`config.mk`:
```
export PLATFORM = sky130hd
export DESIGN_NAME = fetch_task_fsm
export DESIGN_NICKNAME = d
export VERILOG_FILES = /design/src/rtl/fetch_task_fsm.sv
export SDC_FILE = /design/constraint.sdc
export NUM_CORES = 1
export LEC_CHECK = 0
export BUFFER_PORTS_ARGS = -buffer_cell sky130_fd_sc_hd__buf_2
export CORE_MARGIN = 2
export CORE_UTILIZATION = 50
export DETAILED_ROUTE_END_ITERATION = 16
export PLACE_DENSITY = 0.8
export SYNTH_ARGS = -nofsm -noshare
export SYNTH_HDL_FRONTEND = slang
export SYNTH_SLANG_ARGS = --single-unit
```
`constraint.sdc`:
```
create_clock -name clock -period 4.8 [get_ports clock]
set_clock_uncertainty 0.2 [all_clocks]
set_input_delay 1.44 -clock clock [delete_from_list [all_inputs] [get_ports clock]]
set_output_delay 1.44 -clock clock [all_outputs]
set_load 0.005 [all_outputs]
```
`src/rtl/fetch_task_fsm.sv`:
```
// fetch_task_fsm: single-slot fetch-task controller issuing per-beat fetches and tracking outstanding responses
// Ports:
//   clock, reset                 rising-edge clock, asynchronous active-high reset
//   io_alloc_*                   task allocation (addr = base, len = beats-1)
//   io_fthInst_*                 one fetch instruction per beat, addr = base + beat*BEAT_BYTES
//   io_fthResp_valid             one fetch response returned (always accepted)
//   io_flush                     abort current task, back to FREE next cycle
//   io_done_*                    task completion handshake
//   io_err                       sticky: response arrived with nothing outstanding
//   stateReg_value               state encoding exported for assertion checking
module fetch_task_fsm #(
  parameter int ADDR_W     = 32,
  parameter int LEN_W      = 4,
  parameter int BEAT_BYTES = 8,
  parameter int MAX_OUT    = 4
) (
  input  logic              clock,
  input  logic              reset,
  input  logic              io_alloc_valid,
  output logic              io_alloc_ready,
  input  logic [ADDR_W-1:0] io_alloc_addr,
  input  logic [LEN_W-1:0]  io_alloc_len,
  output logic              io_fthInst_valid,
  input  logic              io_fthInst_ready,
  output logic [ADDR_W-1:0] io_fthInst_addr,
  input  logic              io_fthResp_valid,
  input  logic              io_flush,
  output logic              io_done_valid,
  input  logic              io_done_ready,
  output logic              io_err,
  output logic [2:0]        stateReg_value
);
  localparam int OW = $clog2(MAX_OUT + 1);
  localparam int IW = LEN_W + 1;
  localparam logic [2:0] FREE = 3'd0, FSTTASK = 3'd1, NXTTASK = 3'd2, WAIT = 3'd3, DONE = 3'd4;
  logic [2:0]        state, state_nxt;
  logic [ADDR_W-1:0] base;
  logic [LEN_W-1:0]  last;
  logic [IW-1:0]     issued;
  logic [OW-1:0]     outstanding, out_nxt;
  logic              err, alloc_hs, fth_hs, stray_resp;
  assign alloc_hs   = io_alloc_valid && io_alloc_ready;
  assign fth_hs     = io_fthInst_valid && io_fthInst_ready;
  // a response with nothing in flight and no same-cycle issue is dropped and flagged
  assign stray_resp = io_fthResp_valid && !fth_hs && outstanding == '0;
  always_ff @(posedge clock or posedge reset)
    if (reset) state <= FREE;
    else       state <= state_nxt;
  always_comb begin
    out_nxt   = fth_hs && !io_fthResp_valid ? outstanding + OW'(1) :
                io_fthResp_valid && !fth_hs && outstanding != '0 ? outstanding - OW'(1) : outstanding;
    state_nxt = io_flush           ? FREE :
                state == FREE      ? (alloc_hs ? FSTTASK : FREE) :
                state == FSTTASK   ? (fth_hs ? (last == '0 ? WAIT : NXTTASK) : FSTTASK) :
                state == NXTTASK   ? (fth_hs && issued == {1'b0, last} ? WAIT : NXTTASK) :
                state == WAIT      ? (out_nxt == '0 ? DONE : WAIT) :
                state == DONE      ? (io_done_ready ? FREE : DONE) : FREE;
  end
  always_ff @(posedge clock or posedge reset)
    if (reset) begin
      base        <= '0;
      last        <= '0;
      issued      <= '0;
      outstanding <= '0;
      err         <= 1'b0;
    end else begin
      outstanding <= io_flush ? '0 : out_nxt;
      issued      <= io_flush || alloc_hs ? '0 : fth_hs ? issued + IW'(1) : issued;
      err         <= stray_resp ? 1'b1 : alloc_hs ? 1'b0 : err;
      if (alloc_hs) begin
        base <= io_alloc_addr;
        last <= io_alloc_len;
      end
    end
  always_comb begin
    io_alloc_ready   = !reset && !io_flush && state == FREE;
    io_fthInst_valid = state == FSTTASK || (state == NXTTASK && outstanding < OW'(MAX_OUT));
    io_fthInst_addr  = base + ADDR_W'(issued) * ADDR_W'(BEAT_BYTES);
    io_done_valid    = state == DONE;
    io_err           = err;
    stateReg_value   = state;
  end
endmodule

```
==> metrics.txt, run 1 <==
# TYPE chip_impl_metric gauge
chip_impl_info{name="status",value="complete, no violations"} 1
chip_impl_metric{name="vias_per_cell",unit=""} 5.22
chip_impl_info{name="clock_tree_from_tritoncts",value="done"} 1
chip_impl_info{name="type_of_the_most_critical_hold_path",value="register to register"} 1
chip_impl_metric{name="gr-usage-all-layers",unit=""} 0.218
chip_impl_metric{name="synth_sequential_area_ratio",unit=""} 0.410
chip_impl_metric{name="fmaxAchievable",unit="MHz"} 233
chip_impl_metric{name="floorplan.die.width",unit="um"} 80.5
chip_impl_metric{name="period_needed",unit="ns"} 4.30
chip_impl_metric{name="met1_routing_resource_usage_after_global_routing",unit=""} 0.277
chip_impl_metric{name="cts_inserted_buffers",unit=""} 5
chip_impl_metric{name="final_standard_cell_area_without_fillers",unit="um^2"} 3460
chip_impl_metric{name="final_nets",unit=""} 474
chip_impl_metric{name="setup-violations-final",unit=""} 0
chip_impl_metric{name="ys_seq_elements",unit=""} 48
chip_impl_metric{name="core_area",unit="um^2"} 5570
chip_impl_metric{name="num_rows",unit=""} 27
chip_impl_metric{name="first_global_vias",unit=""} 2521
chip_impl_metric{name="drt-initial-drc-count",unit=""} 135
chip_impl_metric{name="die-height",unit="um"} 80.5
chip_impl_metric{name="leakage",unit="nW"} 1.80
chip_impl_metric{name="hold-path-cell-count",unit=""} 2
chip_impl_metric{name="finalWeightedCongestion",unit=""} 0.900
chip_impl_metric{name="worst-endpoint-required",unit="ns"} 3.16
chip_impl_metric{name="post_detailed_route_wirelength_per_cell",unit="um"} 13.2
chip_impl_metric{name="layout-area-overhead-vs-synth",unit="%"} 18.1
chip_impl_metric{name="grt_overflow_total",unit=""} 0
chip_impl_metric{name="post_synth_instance_area",unit="um^2"} 2930
chip_impl_metric{name="dr_total_vias",unit=""} 2580
chip_impl_metric{name="worstRegToRegCells",unit=""} 5
chip_impl_metric{name="total_die_area",unit="um^2"} 6490
chip_impl_metric{name="drive_above_1_share",unit=""} 0.249
chip_impl_metric{name="final-max-slew-violation-count",unit=""} 0
chip_impl_metric{name="timing.reg2reg.setup_slack",unit="ns"} 2.26
chip_impl_metric{name="hold_violations",unit=""} 0
chip_impl_metric{name="number_of_ports_placed_on_the_die_boundary",unit=""} 82
chip_impl_metric{name="postSynthCellCount",unit=""} 345
chip_impl_metric{name="globalRouteMet2Util",unit=""} 0.371
chip_impl_metric{name="postSynthNetCount",unit=""} 398
chip_impl_metric{name="grt_util_met3",unit=""} 0.0416
chip_impl_metric{name="path_clk_slew",unit="ns"} 0.09
chip_impl_metric{name="drcViolationCount",unit=""} 0
chip_impl_metric{name="detailed_place.area",unit="um^2"} 3360
chip_impl_metric{name="worstPathArrival",unit="ns"} 2.66
chip_impl_metric{name="worst_pin_slew",unit="ns"} 0.774
chip_impl_metric{name="pre_antenna_drt_iters",unit=""} 4
chip_impl_info{name="grt_setup_unrepaired",value="no"} 1
chip_impl_metric{name="ctsHoldBuffers",unit=""} 0
chip_impl_info{name="gr-max-usage-layer",value="met2"} 1
chip_impl_metric{name="power.ir.vdd_worst",unit="mV"} 0.242
chip_impl_metric{name="synth-edff-count",unit=""} 0
chip_impl_info{name="ctsRootBufferMaster",value="clkbuf_8"} 1
chip_impl_info{name="crit-reg2reg-launch",value="stateReg_value[0]$_DFF_PP0_"} 1
chip_impl_info{name="min_delay_worst_endpoint",value="base[0]$_DFFE_PP0P_"} 1
chip_impl_metric{name="detailedPlacementHpwl",unit="mm"} 4.85
chip_impl_metric{name="synthesis.yosys.warnings",unit=""} 0
chip_impl_metric{name="syn_avg_cell_area",unit="um^2"} 8.49
chip_impl_info{name="worst_reg2reg_endpoint",value="stateReg_value[1]$_DFF_PP0_"} 1
chip_impl_metric{name="post-route-util",unit=""} 0.620
chip_impl_metric{name="resized_gates_after_cts",unit=""} 0
chip_impl_metric{name="power_per_cell_area",unit="nW/um^2"} 430
chip_impl_metric{name="placement.io_buffers",unit=""} 81
chip_impl_metric{name="initial_core_utilization",unit=""} 0.525
chip_impl_metric{name="post-route-period-util",unit=""} 0.896
chip_impl_info{name="hp-start",value="base[0]$_DFFE_PP0P_"} 1
chip_impl_metric{name="whs",unit="ns"} 0.277
chip_impl_metric{name="fin_setup_tns",unit="ns"} 0
chip_impl_info{name="worst_setup_path_start_kind",value="register"} 1
chip_impl_metric{name="postRouteAntennaNets",unit=""} 0
chip_impl_metric{name="synth.distinct_cells",unit=""} 50
chip_impl_metric{name="postCtsSetupRepairBufs",unit=""} 0
chip_impl_info{name="crit_path_end_kind",value="primary output"} 1
chip_impl_info{name="synth_top_flop_cell",value="dfrtp_1"} 1
chip_impl_metric{name="drt_wl_total",unit="mm"} 6.51
chip_impl_metric{name="tritoncts_num_sinks",unit=""} 48
chip_impl_metric{name="insertedDiodeCount",unit=""} 0
chip_impl_metric{name="antenna_found_initial",unit=""} 0
chip_impl_metric{name="grt_max_degree",unit=""} 49
chip_impl_metric{name="cap_viol_max_count",unit=""} 0
chip_impl_metric{name="slew_headroom",unit=""} 0.484
chip_impl_metric{name="first_pass_grt_wire_length",unit="mm"} 11.1
chip_impl_metric{name="worstSkewPairLatency",unit="ns"} 0.29
chip_impl_metric{name="ctsLongestPathBuffers",unit=""} 2
chip_impl_metric{name="clock_h_tree_levels",unit=""} 2
chip_impl_metric{name="synth_async_sr_flop_share",unit=""} 1.00
chip_impl_metric{name="critical_path.max_fanout",unit=""} 5
chip_impl_info{name="critical_path_class",value="register to primary output"} 1
-- cell usage after synthesis (2+ instances only) --
cell	n	area, um^2
and4_4	2	22.5
dfrtp_1	48	1200
and3_1	4	25.0
nand2_1	120	450
a21o_1	2	15.0
nor2_2	3	18.8
mux2i_1	3	30.0
nor3b_1	3	22.5
nand2b_1	4	25.0
a21oi_1	8	40.0
clkbuf_1	10	37.5
and2_1	3	18.8
a32o_1	2	20.0
buf_6	2	22.5
o21a_1	3	22.5
nand3_1	7	35.0
nor2_1	15	56.3
buf_4	3	22.5
ha_1	9	113
xor2_1	17	149
nand4_1	5	31.3
inv_1	10	37.5
o21ai_0	6	30.0
nor3_1	11	55.1
nand3_4	2	35.0
nor2b_1	3	18.8
xnor2_1	17	149
-- worst max path at each step --
stage                          start             endpoint  cells after the start
3_5_place_dp   issued[0]$_DFFE_PP0P_  io_fthInst_addr[27]                      9
6_report       issued[0]$_DFFE_PP0P_  io_fthInst_addr[27]                      9
3_3_place_gp   issued[0]$_DFFE_PP0P_  io_fthInst_addr[27]                      9
4_1_cts        issued[0]$_DFFE_PP0P_  io_fthInst_addr[27]                      9
5_1_grt        issued[0]$_DFFE_PP0P_  io_fthInst_addr[27]                      9
2_1_floorplan                  reset       io_alloc_ready                      2
-- worst max-delay path, cell delays in order, from the launching register on --
cell and delay [ns]:
dfrtp_1 0.45, ha_1 0.24, inv_1 0.07, fa_1 0.40, nor2b_1 0.16, o31ai_1 0.14
a211oi_2 0.44, nand3_1 0.16, xnor2_1 0.18, buf_2 0.14
-- through the flow --
step / instances / power [mW] / setup WS, ns
2_1_floorplan: 345 / 1.04 / 0.355
3_3_place_gp: 486 / 1.22 / 0.916
3_5_place_dp: 486 / 1.24 / 0.867
4_1_cts: 494 / 1.49 / 0.530
5_1_grt: 494 / 1.60 / 0.213
6_report: 494 / 1.49 / 0.501
-- cells by family (layout without fill, tap and decap cells) --
kind of cell,Yosys count,count (layout),synth area share
muxes,4,4,0.0150
AOI/OAI and AO/OA,35,35,0.0867
DFF,48,48,0.410
and+or+nand+nor,189,189,0.300
xor gates and xnor gates,34,34,0.102
adders and majority gates,10,10,0.0453
buffers and inverters,25,102,0.0410
-- sequential cells by signal, summed over array words and instances, names as in the netlist --
register / cells
base: 32
issued: 5
last: 4
outstanding: 3
stateReg_value: 3
io_err: 1
-- where the power goes --
group	internal [mW]	switching [mW]	total, mW
clock	0.117	0.135	0.252
combinational	0.275	0.279	0.554
sequential	0.531	0.148	0.680
-- layout make-up --
cell class,count,area [um^2]
well taps,72,90.1
multi-input cells,272,1610
repair buffers,84,428
inverters,10,37.5
fillers,516,2120
clock inverters,1,7.51
clock buffers,7,86.3
flip-flops and latches,48,1200
-- cell usage in the layout, fill, tap and decap left out, types with 2 or more instances in the layout --
cell and n:
mux2i_1 3, nor2b_1 3, nor3_1 11, xor2_1 17, xnor2_1 17, a32o_1 2, dfrtp_1 48, a21o_1 2
nand2b_1 4, and3_1 4, and4_4 2, clkbuf_8 6, o21ai_0 6, nand2_1 120, ha_1 9, a21oi_1 8
nand3_1 7, inv_1 9, buf_4 3, nand3_4 2, o21a_1 3, nor2_2 3, buf_2 81, nor3b_1 3
nor2_1 15, nand4_1 5, and2_1 3
-- per-layer routing --
| metal | up-vias | part of all wire |
|---|---|---|
| met2 | 57 | 0.49 |
| met5 | - | 0 |
| li1 | 1292 | - |
| met1 | 1223 | 0.45 |
| met3 | 8 | 0.043 |
| met4 | 0 | 0.015 |
(Power assumes the default switching activity.)
==> run 2, diff against run 1 <==
--- a/config.mk
+++ b/config.mk
@@ -5,6 +5,7 @@
 export SDC_FILE = /design/constraint.sdc
 export NUM_CORES = 1
 export LEC_CHECK = 0
+export ABC_AREA = 1
 export BUFFER_PORTS_ARGS = -buffer_cell sky130_fd_sc_hd__buf_2
 export CORE_MARGIN = 2
 export CORE_UTILIZATION = 50
==> run 2 against run 1 <==
Effect of this change: register-to-register slack got worse by 0.36 ns; combinational power rose by 56%; flip-flop and latch count did not move; first-iteration DRC count rose by 45%; utilization fell by 0.88 points; setup slack got worse by 0.22 ns; synthesized cell count rose by 7.5%; clock power fell by 9.1%; synthesized area fell by 0.68%; cell count rose by 5.5%; critical path type unchanged; critical endpoint is now io_fthInst_addr[31]; highest routed layer unchanged.
==> metrics.txt, run 2 <==
# TYPE chip_impl_metric gauge
chip_impl_metric{name="post_synth_instance_area",unit="um^2"} 2910
chip_impl_metric{name="power.ir.vdd_worst",unit="mV"} 0.246
chip_impl_metric{name="cap_viol_max_count",unit=""} 0
chip_impl_info{name="yosys.area.top_type",value="dfrtp_1"} 1
chip_impl_metric{name="drt_wl_total",unit="mm"} 6.90
chip_impl_info{name="critical_path_class",value="register to primary output"} 1
chip_impl_metric{name="synth_async_sr_flop_share",unit=""} 1.00
chip_impl_metric{name="gr-usage-all-layers",unit=""} 0.223
chip_impl_metric{name="num_rows",unit=""} 27
chip_impl_metric{name="synth_sequential_area_ratio",unit=""} 0.413
chip_impl_metric{name="ctsLongestPathBuffers",unit=""} 2
chip_impl_metric{name="floorplan.die.width",unit="um"} 80.3
chip_impl_metric{name="finalWeightedCongestion",unit=""} 0.884
chip_impl_metric{name="fmaxAchievable",unit="MHz"} 221
chip_impl_metric{name="hold-path-cell-count",unit=""} 2
chip_impl_metric{name="grt_overflow_total",unit=""} 0
chip_impl_metric{name="power_per_cell_area",unit="nW/um^2"} 541
chip_impl_metric{name="layout-area-overhead-vs-synth",unit="%"} 17.2
chip_impl_metric{name="synth_top_cell_area_share",unit=""} 0.413
chip_impl_info{name="ctsRootBufferMaster",value="clkbuf_8"} 1
chip_impl_metric{name="post-route-util",unit=""} 0.612
chip_impl_metric{name="worst_pin_slew",unit="ns"} 1.00
chip_impl_metric{name="postSynthNetCount",unit=""} 424
chip_impl_metric{name="pre_antenna_drt_iters",unit=""} 5
chip_impl_info{name="worst_setup_path_start_kind",value="register"} 1
chip_impl_metric{name="worstSkewPairLatency",unit="ns"} 0.30
chip_impl_metric{name="cts_inserted_buffers",unit=""} 5
chip_impl_metric{name="worst-endpoint-required",unit="ns"} 3.16
chip_impl_metric{name="postSynthCellCount",unit=""} 371
chip_impl_info{name="clock_tree_from_tritoncts",value="done"} 1
chip_impl_metric{name="tritoncts_num_sinks",unit=""} 48
chip_impl_metric{name="post_detailed_route_wirelength_per_cell",unit="um"} 13.2
chip_impl_metric{name="worstPathArrival",unit="ns"} 2.88
chip_impl_metric{name="postCtsSetupRepairBufs",unit=""} 0
chip_impl_metric{name="ctsHoldBuffers",unit=""} 0
chip_impl_metric{name="slew_headroom",unit=""} 0.330
chip_impl_metric{name="setup-violations-final",unit=""} 0
chip_impl_metric{name="multi_input_comb_area",unit="um^2"} 1460
chip_impl_metric{name="synth-edff-count",unit=""} 0
chip_impl_info{name="layout_common_cells",value="nand2_1 (111), buf_2 (81), dfrtp_1 (48)"} 1
chip_impl_metric{name="hold_violations",unit=""} 0
chip_impl_metric{name="die-height",unit="um"} 80.3
chip_impl_metric{name="number_of_ports_placed_on_the_die_boundary",unit=""} 82
chip_impl_metric{name="antenna_found_initial",unit=""} 0
chip_impl_info{name="largest_register",value="base"} 1
chip_impl_metric{name="drive_above_1_share",unit=""} 0.243
chip_impl_info{name="synth_most_common_cell",value="nand2_1"} 1
chip_impl_metric{name="largest_reg_flops",unit=""} 32
chip_impl_info{name="synth_top_flop_cell",value="dfrtp_1"} 1
chip_impl_metric{name="initial_core_utilization",unit=""} 0.522
chip_impl_metric{name="total_die_area",unit="um^2"} 6440
chip_impl_info{name="most_frequent_standard_cell_in_the_layout_excluding_fill_and_tap_cells",value="nand2_1"} 1
chip_impl_metric{name="synthesis.yosys.warnings",unit=""} 0
chip_impl_metric{name="postRouteAntennaNets",unit=""} 0
chip_impl_metric{name="timing.reg2reg.setup_slack",unit="ns"} 1.90
chip_impl_metric{name="first_global_vias",unit=""} 2449
chip_impl_metric{name="insertedDiodeCount",unit=""} 0
chip_impl_metric{name="synth.distinct_cells",unit=""} 35
chip_impl_metric{name="vias_per_cell",unit=""} 5.17
chip_impl_metric{name="core_area",unit="um^2"} 5570
chip_impl_metric{name="drt-initial-drc-count",unit=""} 196
chip_impl_info{name="crit_path_end_kind",value="primary output"} 1
chip_impl_metric{name="dr_total_vias",unit=""} 2695
chip_impl_metric{name="fin_setup_tns",unit="ns"} 0
chip_impl_metric{name="syn_avg_cell_area",unit="um^2"} 7.84
chip_impl_metric{name="ys_seq_elements",unit=""} 48
chip_impl_metric{name="final-max-slew-violation-count",unit=""} 0
chip_impl_metric{name="period_needed",unit="ns"} 4.52
chip_impl_metric{name="final.fill_count",unit=""} 536
chip_impl_metric{name="detailed_place.area",unit="um^2"} 3330
chip_impl_info{name="netlist_top_cells_area",value="dfrtp_1 (41%), nand2_1 (14%), xor2_1 (6.6%)"} 1
chip_impl_metric{name="placement.io_buffers",unit=""} 81
chip_impl_metric{name="detailedPlacementHpwl",unit="mm"} 5.17
chip_impl_metric{name="drcViolationCount",unit=""} 0
chip_impl_metric{name="final_nets",unit=""} 502
chip_impl_info{name="biggestRegsByFlops",value="base: 32 flops, issued: 5 flops, last: 4 flops"} 1
chip_impl_info{name="synth.top_cells.by_count",value="nand2_1 (111), dfrtp_1 (48), inv_1 (41)"} 1
chip_impl_metric{name="post-route-period-util",unit=""} 0.941
chip_impl_metric{name="final-seq-area",unit="um^2"} 1200
chip_impl_metric{name="clock_h_tree_levels",unit=""} 2
chip_impl_metric{name="critical_path.max_fanout",unit=""} 5
chip_impl_metric{name="grt_max_degree",unit=""} 49
chip_impl_metric{name="worstRegToRegCells",unit=""} 8
chip_impl_metric{name="path_clk_slew",unit="ns"} 0.08
chip_impl_metric{name="leakage",unit="nW"} 1.78
chip_impl_metric{name="final_standard_cell_area_without_fillers",unit="um^2"} 3410
chip_impl_info{name="type_of_the_most_critical_hold_path",value="register to register"} 1
chip_impl_info{name="status",value="complete, no violations"} 1
chip_impl_metric{name="resized_gates_after_cts",unit=""} 0
chip_impl_metric{name="first_pass_grt_wire_length",unit="mm"} 11.2
chip_impl_metric{name="whs",unit="ns"} 0.277
chip_impl_info{name="grt_setup_unrepaired",value="no"} 1
[run 2: changes by cell type in the layout (fill, tap and decap cells not counted), moves of 5 or more]
cell,previous run,this run
inv_1,9,40
xor2_1,17,22
nand2_1,120,111
o21ai_1,0,14
nand2_2,0,6
xnor2_1,17,6
nor2_1,15,24
nor4_1,1,7
[run 2: per-stage QoR]
stage               setup WS, ns  instances  power (mW)
floorplan                   1.00        371        1.31
global placement           0.792        514        1.57
detailed placement         0.623        514        1.61
CTS                        0.292        521        1.85
global route              0.0867        521        2.01
finish                     0.283        521        1.84
[run 2: kinds of logic (layout without fill, tap and decap cells)]
kind of cell | after synthesis | count (layout) | synth area share
flip-flops | 48 | 48 | 0.413
AO/OA/AOI/OAI | 42 | 42 | 0.0783
AND/OR/NAND/NOR | 188 | 188 | 0.295
XOR/XNOR | 28 | 28 | 0.0843
adder cells (fa/ha/maj) | 10 | 10 | 0.0456
buffers and inverters | 55 | 133 | 0.0843
[run 2: where the power goes]
group	switching, mW	internal, mW	total (mW)
Sequential	0.163	0.585	0.748
Combinational	0.507	0.359	0.867
Clock	0.129	0.0993	0.229
Total	0.800	1.04	1.84
[run 2: cell type report]
type / count / area share
clock buffers: 6 / 0.0213
clock inverters: 1 / 0.00147
flip-flops and latches: 48 / 0.352
multi-input cells: 268 / 0.429
repair buffers: 82 / 0.121
well taps: 72 / 0.0264
inverters: 44 / 0.0484
[run 2: final timing paths]
| kind | start | to |
|---|---|---|
| setup / recovery | issued[0]$_DFFE_PP0P_ | io_fthInst_addr[31] |
| hold / removal | io_err$_DFFE_PP0P_ | io_err$_DFFE_PP0P_ |
| setup reg to reg | stateReg_value[0]$_DFF_PP0_ | base[20]$_DFFE_PP0P_ |
| hold reg to reg | io_err$_DFFE_PP0P_ | io_err$_DFFE_PP0P_ |
| max in group asynchronous | reset | issued[2]$_DFFE_PP0P_ |
| min in group asynchronous | reset | stateReg_value[0]$_DFF_PP0_ |
[run 2: critical path, stage by stage, from the launching register on]
cell	delay [ns]
dfrtp_1	0.42
ha_1	0.20
inv_1	0.07
fa_1	0.42
o21ai_2	0.20
nand2_2	0.08
nand2_2	0.06
nand2_2	0.07
nor3_4	0.23
nand3_2	0.17
nor2_4	0.15
nand2_2	0.09
nor2_2	0.11
xor2_1	0.17
buf_2	0.13
[run 2: layer usage]
metal | GRT usage | vias up | routed length (um)
met5 | 0 | - | 0
met4 | 0.0712 | 0 | 100
met3 | 0.0360 | 11 | 315
met2 | 0.373 | 81 | 3300
met1 | 0.296 | 1263 | 3180
li1 | - | 1340 | -
